==> src/rtl/div_pkg.sv <==
// Shared types and constants for the ratio-programmable clock divider scheduler.
package div_pkg;

   localparam int unsigned RATIO_W       = 8;
   localparam int unsigned MIN_RATIO     = 2;
   localparam int unsigned DEFAULT_RATIO = 5;

   typedef enum logic [1:0] {
      IDLE = 2'd0,
      RUN  = 2'd1,
      PEND = 2'd2
   } state_t;

endpackage

==> src/rtl/div_sched_if.sv <==
// Ratio-change request handshake between a configuring agent and the divider scheduler.
interface div_sched_if #(
   parameter int unsigned WIDTH = div_pkg::RATIO_W
);

   logic             cfg_valid;
   logic [WIDTH-1:0] cfg_ratio;
   logic             cfg_ready;
   logic             cfg_err;

   modport master (
      output cfg_valid,
      output cfg_ratio,
      input  cfg_ready,
      input  cfg_err
   );

   modport slave (
      input  cfg_valid,
      input  cfg_ratio,
      output cfg_ready,
      output cfg_err
   );

endinterface

==> src/rtl/div_core.sv <==
// Period counter with registered divided waveform and end-of-period tick.
// Outputs are registered from next-cycle values so they always describe the live count.
module div_core
   import div_pkg::*;
#(
   parameter int unsigned WIDTH = RATIO_W
) (
   input  logic             clk,
   input  logic             rst,
   input  logic             run_d,
   input  logic             clr,
   input  logic [WIDTH-1:0] ratio_d,
   output logic [WIDTH-1:0] cnt,
   output logic             div_out,
   output logic             tick
);

   logic [WIDTH-1:0] cnt_d;

   // Count only while running; a clear or halt restarts the period at zero.
   always_comb begin
      cnt_d = '0;
      if (run_d && !clr) begin
         cnt_d = cnt + WIDTH'(1);
      end
   end

   always_ff @(posedge clk) begin
      if (rst) begin
         cnt     <= '0;
         div_out <= 1'b0;
         tick    <= 1'b0;
      end else begin
         cnt     <= cnt_d;
         div_out <= run_d && (cnt_d < (ratio_d >> 1));
         tick    <= run_d && (cnt_d == ratio_d - WIDTH'(1));
      end
   end

endmodule

==> src/rtl/div_sched.sv <==
// Divider scheduler: run/halt FSM and ratio-change handshake around div_core.
// A new ratio takes effect only on a period boundary, so no partial periods are emitted.
module div_sched #(
   parameter int unsigned WIDTH         = div_pkg::RATIO_W,
   parameter int unsigned DEFAULT_RATIO = div_pkg::DEFAULT_RATIO
) (
   input  logic        clk,
   input  logic        rst,
   input  logic        en,
   div_sched_if.slave  cfg,
   output logic        div_out,
   output logic        tick,
   output logic        busy
);

   import div_pkg::state_t;
   import div_pkg::IDLE;
   import div_pkg::RUN;
   import div_pkg::PEND;
   import div_pkg::MIN_RATIO;

   state_t           state_q, state_d;
   logic [WIDTH-1:0] a_q, a_d, p_q, p_d, cnt;
   logic             ready_q, err_q, err_d, busy_q;
   logic             wrap, accept, ratio_ok, take, clr, run_d;

   assign wrap     = (state_q != IDLE) && (cnt == a_q - WIDTH'(1));
   assign accept   = cfg.cfg_valid && ready_q;
   assign ratio_ok = (cfg.cfg_ratio >= WIDTH'(MIN_RATIO));
   assign take     = accept && ratio_ok;
   assign run_d    = (state_d != IDLE);

   always_ff @(posedge clk) begin
      if (rst) state_q <= IDLE;
      else     state_q <= state_d;
   end

   always_comb begin
      state_d = state_q;
      if (!en) begin
         state_d = IDLE;
      end else begin
         case (state_q)
            IDLE:    state_d = RUN;
            RUN:     if (take && !wrap) state_d = PEND;
            PEND:    if (wrap) state_d = RUN;
            default: state_d = IDLE;
         endcase
      end
   end

   // Ratio bookkeeping: a pending ratio is promoted at wrap or when the divider halts.
   always_comb begin
      a_d   = a_q;
      p_d   = p_q;
      clr   = 1'b0;
      err_d = accept && !ratio_ok;
      if (!en) begin
         clr = 1'b1;
         if (state_q == PEND) a_d = p_q;
         else if (take)       a_d = cfg.cfg_ratio;
      end else begin
         case (state_q)
            IDLE: begin
               clr = 1'b1;
               if (take) a_d = cfg.cfg_ratio;
            end
            RUN: begin
               clr = wrap;
               if (take) begin
                  if (wrap) a_d = cfg.cfg_ratio;
                  else      p_d = cfg.cfg_ratio;
               end
            end
            PEND: begin
               clr = wrap;
               if (wrap) a_d = p_q;
            end
            default: clr = 1'b1;
         endcase
      end
   end

   always_ff @(posedge clk) begin
      if (rst) begin
         a_q     <= WIDTH'(DEFAULT_RATIO);
         p_q     <= '0;
         ready_q <= 1'b1;
         err_q   <= 1'b0;
         busy_q  <= 1'b0;
      end else begin
         a_q     <= a_d;
         p_q     <= p_d;
         ready_q <= (state_d != PEND);
         err_q   <= err_d;
         busy_q  <= (state_d == PEND);
      end
   end

   div_core #(.WIDTH(WIDTH)) u_core (
      .clk     (clk),
      .rst     (rst),
      .run_d   (run_d),
      .clr     (clr),
      .ratio_d (a_d),
      .cnt     (cnt),
      .div_out (div_out),
      .tick    (tick)
   );

   assign cfg.cfg_ready = ready_q;
   assign cfg.cfg_err   = err_q;
   assign busy          = busy_q;

endmodule

==> src/flat_wrapper.sv <==
// flat-port wrapper written by rule: the top's interface ports become plain ports
module div_sched_flat import div_pkg::state_t; import div_pkg::IDLE; import div_pkg::RUN; import div_pkg::PEND; import div_pkg::MIN_RATIO;
#(
   parameter int unsigned WIDTH         = div_pkg::RATIO_W,
   parameter int unsigned DEFAULT_RATIO = div_pkg::DEFAULT_RATIO
)
  (clk, rst, en, div_out, tick, busy, cfg_cfg_valid, cfg_cfg_ratio, cfg_cfg_ready, cfg_cfg_err);
  div_sched_if #(.WIDTH(WIDTH)) cfg_i ();
  input  logic clk;
  input  logic rst;
  input  logic en;
  output logic div_out;
  output logic tick;
  output logic busy;
  input wire logic [$bits(cfg_i.cfg_valid)-1:0] cfg_cfg_valid;
  input wire logic [$bits(cfg_i.cfg_ratio)-1:0] cfg_cfg_ratio;
  output wire logic [$bits(cfg_i.cfg_ready)-1:0] cfg_cfg_ready;
  output wire logic [$bits(cfg_i.cfg_err)-1:0] cfg_cfg_err;
  assign cfg_i.cfg_valid = cfg_cfg_valid;
  assign cfg_i.cfg_ratio = cfg_cfg_ratio;
  assign cfg_cfg_ready = cfg_i.cfg_ready;
  assign cfg_cfg_err = cfg_i.cfg_err;
  div_sched #(.WIDTH(WIDTH), .DEFAULT_RATIO(DEFAULT_RATIO)) u_core (.clk(clk), .rst(rst), .en(en), .cfg(cfg_i), .div_out(div_out), .tick(tick), .busy(busy));
endmodule
==> config.mk <==
export PLATFORM = sky130hd
export DESIGN_NAME = div_sched_flat
export DESIGN_NICKNAME = d
export VERILOG_FILES = /design/src/rtl/div_pkg.sv /design/src/rtl/div_sched_if.sv /design/src/rtl/div_core.sv /design/src/rtl/div_sched.sv /design/src/flat_wrapper.sv
export SDC_FILE = /design/constraint.sdc
export NUM_CORES = 1
export LEC_CHECK = 0
export CORE_ASPECT_RATIO = 1.75
export CORE_UTILIZATION = 55
export DETAILED_ROUTE_END_ITERATION = 16
export PLACE_DENSITY_LB_ADDON = 0.08
export SLEW_MARGIN = 0
export SYNTH_ARGS = -nofsm -noshare
export SYNTH_HDL_FRONTEND = slang
export SYNTH_SLANG_ARGS = --single-unit
==> constraint.sdc <==
create_clock -name clk -period 6.2 [get_ports clk]
set_clock_uncertainty 0.15 [all_clocks]
set_input_delay 0.93 -clock clk [delete_from_list [all_inputs] [get_ports clk]]
set_output_delay 0.93 -clock clk [all_outputs]
set_load 0.02 [all_outputs]
### After elaboration in Yosys (flattened, before gate mapping)

Cells that the tools add are included.

| storage, ports and cells | value |
|---|---|
| output and inout port bits | 5 |
| input port bits | 12 |
| flip-flop bits (word level) | 31 |

| cells by class | value |
|---|---|
| bitwise logic cells | 1 |
| reductions and logical operators | 16 |
| $lt $le $gt $ge | 2 |
| add/sub/neg operators | 3 |
| mux-type cells | 14 |
| eq/ne operators | 6 |

Operator list:

| kind | number |
|---|---|
| 8-bit 2-to-1 mux | 7 |
| 8-bit one-hot mux with 3 select lines | 1 |
| 8-bit == test | 2 |
| 8-bit by 1-bit subtractor with 8-bit output, second input constant | 2 |
| 8-bit by 1-bit adder with 8-bit output, second input constant | 1 |
| 8-bit by 2-bit greater-or-equal comparator with 1-bit output, second input constant | 1 |
| 1-bit logical AND | 8 |
| 8-bit by 7-bit less-than comparator with 1-bit output | 1 |
| 2-bit 2-to-1 mux | 3 |
| 2-bit one-hot mux with 3 select lines | 1 |
| 2-bit == test, second input constant | 2 |
| 4-bit AND reduction | 1 |
| 2-bit nonzero test | 2 |
| 1-bit zero test | 3 |
| 2-bit by 1-bit == test with 1-bit output, second input constant | 1 |
| 2-bit zero test | 1 |
| 1-bit 2-to-1 mux | 2 |
| 2-bit != test, second input constant | 1 |
| 2-bit OR reduction | 1 |
| 1-bit NOT | 1 |

### Logic depth before layout (Yosys ltp)

| logic depth | value |
|---|---|
| depth in word-level cells | 13 |
| mapped depth | 16 |
| mapped depth without buffers | 16 |

### By module

From an unflattened synthesis, not the netlist that was laid out.

| unflattened totals | value |
|---|---|
| cells, all modules | 358 |
| area total of the unflattened synthesis | 2787.7 um2 |

Modules (own cells, without submodules):

| module | cells each | times used | area an instance (um2) | sequential area each (um2) |
|---|---|---|---|---|
| div_sched | 260 | 1 | 1968.1 | 420.4 |
| div_core | 98 | 1 | 819.5 | 200.2 |

### Worst setup path after synthesis

OpenSTA, ideal clock, no wires.

| timing path | value |
|---|---|
| path kind | in2reg |
| start | in cfg_cfg_ratio[5] |
| end | reg u_core.u_core.div_out |
| buffers on the path | 1 |
| path slack | 1.742 ns |
| stages | 13 |
| arrival time | 4.238 ns |
| path through | or4_1 o21ai_1 clkbuf_1 a22o_1 a21boi_0 o221ai_1 a31o_2 ha_1 a21oi_1 nor2b_1 o21ai_0 or4b_2 a21oi_1 |

| between the ends | value |
|---|---|
| longest elaborated chain between the ends | 11 |
| elaborated cells between the ends (all ways) | 17 |

Ends and longest elaborated chain:

| element | RTL line | text |
|---|---|---|
| from (decl) | flat_wrapper.sv:16 | `input wire logic [$bits(cfg_i.cfg_ratio)-1:0] cfg_cfg_ratio;` |
| 8-bit by 2-bit greater-or-equal comparator with 1-bit output | div_sched.sv:29 | `assign ratio_ok = (cfg.cfg_ratio >= WIDTH'(MIN_RATIO));` |
| 1-bit logical AND | div_sched.sv:30 | `assign take = accept && ratio_ok;` |
| 1-bit logical AND | div_sched.sv:45 | `RUN: if (take && !wrap) state_d = PEND;` |
| 2-bit 2-to-1 mux | div_sched.sv:45 |  |
| 2-bit one-hot mux with 3 select lines | div_sched.sv:43 | `case (state_q)` |
| 2-bit 2-to-1 mux | div_sched.sv:40 | `if (!en) begin` |
| 2-bit nonzero test | div_sched.sv:31 | `assign run_d = (state_d != IDLE);` |
| 1-bit logical AND | div_core.sv:23 | `if (run_d && !clr) begin` |
| 8-bit 2-to-1 mux | div_core.sv:23 |  |
| 8-bit by 7-bit less-than comparator with 1-bit output | div_core.sv:35 | `div_out <= run_d && (cnt_d < (ratio_d >> 1));` |
| 1-bit logical AND * | div_core.sv:35 |  |
| to (signal assigned) | div_core.sv:35 |  |
| to (decl) | div_core.sv:14 | `output logic div_out,` |

Every way passes the cells marked *; elsewhere a longest branch is shown, timed or not.
A chain may end at the register's enable or synchronous reset.

### Worst setup path after layout

| timing path | value |
|---|---|
| start | reg u_core.a_q[2] |
| end | reg u_core.u_core.tick |

| between the ends | value |
|---|---|
| longest elaborated chain between the ends | 13 |
| elaborated cells between the ends (all ways) | 25 |

Ends and longest elaborated chain:

| element | RTL line | text |
|---|---|---|
| from (decl) | div_sched.sv:23 | `logic [WIDTH-1:0] a_q, a_d, p_q, p_d, cnt;` |
| from (signal assigned) | div_sched.sv:86 | `a_q <= WIDTH'(DEFAULT_RATIO);` |
| branches (longest 12 deep; another with 8-bit by 1-bit subtractor with 8-bit output) | - |  |
| 1-bit logical AND * | div_core.sv:36 | `tick <= run_d && (cnt_d == ratio_d - WIDTH'(1));` |
| to (signal assigned) | div_core.sv:36 |  |
| to (decl) | div_core.sv:15 | `output logic tick` |

Mark *: on every way between the ends.

==> metrics.txt <==
outcome=completed; Critical Path AT=5.00 ns; FP Rows=33; most common cell after layout, fill and taps aside=nor2_1; CTS root buffer=clkbuf_8; max_slew headroom=39.5%; Max Buffers Root-to-Sink=2; RSZ-0062 raised after global routing=false; synth warn=0; Setup crit end kind=flip-flop; vias after detailed routing=2,658; area of the mapped netlist=2690 um^2; Seq/Total Area, Yosys=23.1%; diode count=0; Synth Net Count=377; HPWL after DPL=5.51 mm; Clock transition at path regs=0.07 ns; post-route ant nets=0; TritonCTS clock tree=yes; setup TNS=0 ns; core area=4670 um^2; first-pass GRT wire length=11.8 mm; Crit. Startpoint=u_core.a_q[2]; Mapped Cells=353; nets=383; Seq cells post-synth=31; CTS resizes=0; vias in the first global route=2,520; Synth Area per Inst=7.61 um^2; # setup viols final=0; top cells by area, synth=dfxtp_1 23%, nor2_1 6.8%, ha_1 5.6%; Achievable Freq=203 MHz; initial antenna violation count=0; total iterations of the first detailed-routing run=5; DR WL/cell=17.9 um; boundary pin count=17; Pwr Total=0.599 mW; initial DRC count=122; P per Cell Area=201 nW/um^2; Main synth FF type=dfxtp_1; H-tree depth=2; Tot GR Track Use=31.2%; max-slew violations=0; Synth area leader=dfxtp_1; share of cells above drive strength 1=9.17%; period utilisation layout=79.4%; drt total wl=7.38 mm; most frequent cells in the layout=49 x nor2_1, 31 x dfxtp_1, 29 x nand2_1; Peak VDD IR=182 uV; slew at the pin closest to its max-slew limit=0.904 ns; setup bufs post-CTS=0; WHS=0.315 ns; Synth top area share=23.1%; Synth cell types=72; worst hold path type=reg2reg; total grt overflow=0; die width=54.8 um; EDFF count, synth=0; die area=5180 um^2; GPL Wtd Cong=0.934; largest net degree at the start of global routing=26; port bufs=16; Max Fanout on Critical Path=16; vias per inst=6.45; R2R Path Start=u_core.a_q[2]; Post-route DRC=0; Worst setup SP type=flip-flop; Worst EP required=6.28 ns; clock latency on the worst-skew pair=0.29 ns; Leak=1.12 nW; hold buffers post-CTS=0; worst hold start=u_core.cfg.cfg_ready; ys async rst share=0%; clk sinks=31; Die H=94.4 um; Final Hold Fails=0; max-cap violation count=0; fin util=63.7%; synthesis-to-finish area growth=10.8%; Starting Density=57.5%; Setup Crit Path Kind=reg2reg; total CTS buffers=5; Final min period=4.92 ns
sequential cells by signal (all words and copies together), names as in the netlist:
signal                 flops
u_core.busy                1
u_core.cfg.cfg_ready       1
u_core.p_q                 8
u_core.cfg.cfg_err         1
u_core.state_q             2
u_core.u_core.cnt          8
u_core.u_core.tick         1
u_core.a_q                 8
u_core.u_core.div_out      1
final timing paths:
| kind | cells after the start | slack [ns] | endpoint |
|---|---|---|---|
| worst max-delay path | 14 | 1.28 | u_core.u_core.tick |
| worst min-delay path | 2 | 0.31 | u_core.cfg.cfg_err |
| worst max register to register | 14 | 1.28 | u_core.u_core.tick |
| worst min register to register | 2 | 0.31 | u_core.cfg.cfg_err |
area by class of cell:
cell class                      instances  area (um^2)
Multi-Input combinational cell        286         1910
Fill cell                             438         1690
Sequential cell                        31          621
Timing Repair Buffer                   19          183
Clock buffer                            5         68.8
Clock inverter                          3         67.6
Tap cell                               52         65.1
Inverter                               16         60.1
cell usage after synthesis, types with 2 or more instances:
cell type,count
xnor2_1,8
o31ai_2,2
o211ai_1,2
and4_1,2
and3_1,5
nand4_1,2
a21oi_1,26
o31a_1,2
nand2b_1,4
xor2_1,8
o31ai_1,5
buf_2,4
dfxtp_1,31
a2111oi_0,3
o211a_1,2
or4b_2,2
a21boi_0,2
o311a_1,2
nand3_1,8
ha_1,12
or2_2,5
a21bo_2,2
buf_6,2
mux2i_1,14
o21ai_1,3
clkbuf_1,13
nor3_1,9
nor4_1,2
a311o_1,2
nor2b_1,6
nor2_1,49
and2_1,4
nand2_1,29
o311ai_0,2
a31oi_1,6
and3b_1,2
o21a_1,3
o21ai_0,18
inv_1,15
a22o_1,2
o221ai_1,2
routing by layer:
| layer | up-vias | track usage, % | routed length, um |
|---|---|---|---|
| met5 | - | 0 | 0 |
| met4 | 0 | 19.7 | 351 |
| met3 | 28 | 4.99 | 332 |
| met2 | 100 | 53.3 | 3840 |
| met1 | 1239 | 33.4 | 2850 |
| li1 | 1291 | - | - |
kinds of logic (layout without fill, tap and decap cells):
| logic type | after synthesis | count (layout) | synth area share [%] |
|---|---|---|---|
| multiplexers | 15 | 15 | 5.64 |
| buffers and inverters | 36 | 43 | 5.78 |
| flip-flops | 31 | 31 | 23.1 |
| adder cells (fa/ha/maj) | 13 | 13 | 5.96 |
| XOR/XNOR | 16 | 16 | 5.22 |
| AO/OA/AOI/OAI | 105 | 105 | 29.1 |
| AND/OR/NAND/NOR | 137 | 137 | 25.2 |
worst max-delay path, cell delays in order (launching register included):
cell and delay [ns]:
dfxtp_1 0.42, or3_4 0.44, or4_4 0.50, a2111oi_4 0.39, o2111ai_2 0.42, nor2_1 0.28
a21oi_1 0.12, o32ai_2 0.45, inv_1 0.09, ha_1 0.36, nor3_1 0.19, o21ai_0 0.10
a311o_1 0.35, a2111oi_2 0.36, o221a_1 0.24
through the flow:
stage               std cells  worst slack (ns)  cell area [um^2]
finish                    412              1.28              2970
floorplan                 353              1.74              2690
global placement          404              1.38              2840
CTS                       412              1.31              2970
global route              412              1.13              2970
detailed placement        404              1.31              2840
report_power, final:
group          leakage [nW]  switching (mW)  total (mW)  internal, mW
logic                 0.800          0.0808       0.142        0.0616
clock network        0.0644          0.0807       0.241         0.160
registers             0.252          0.0105       0.216         0.205
Power figures use the tool's default switching activity.
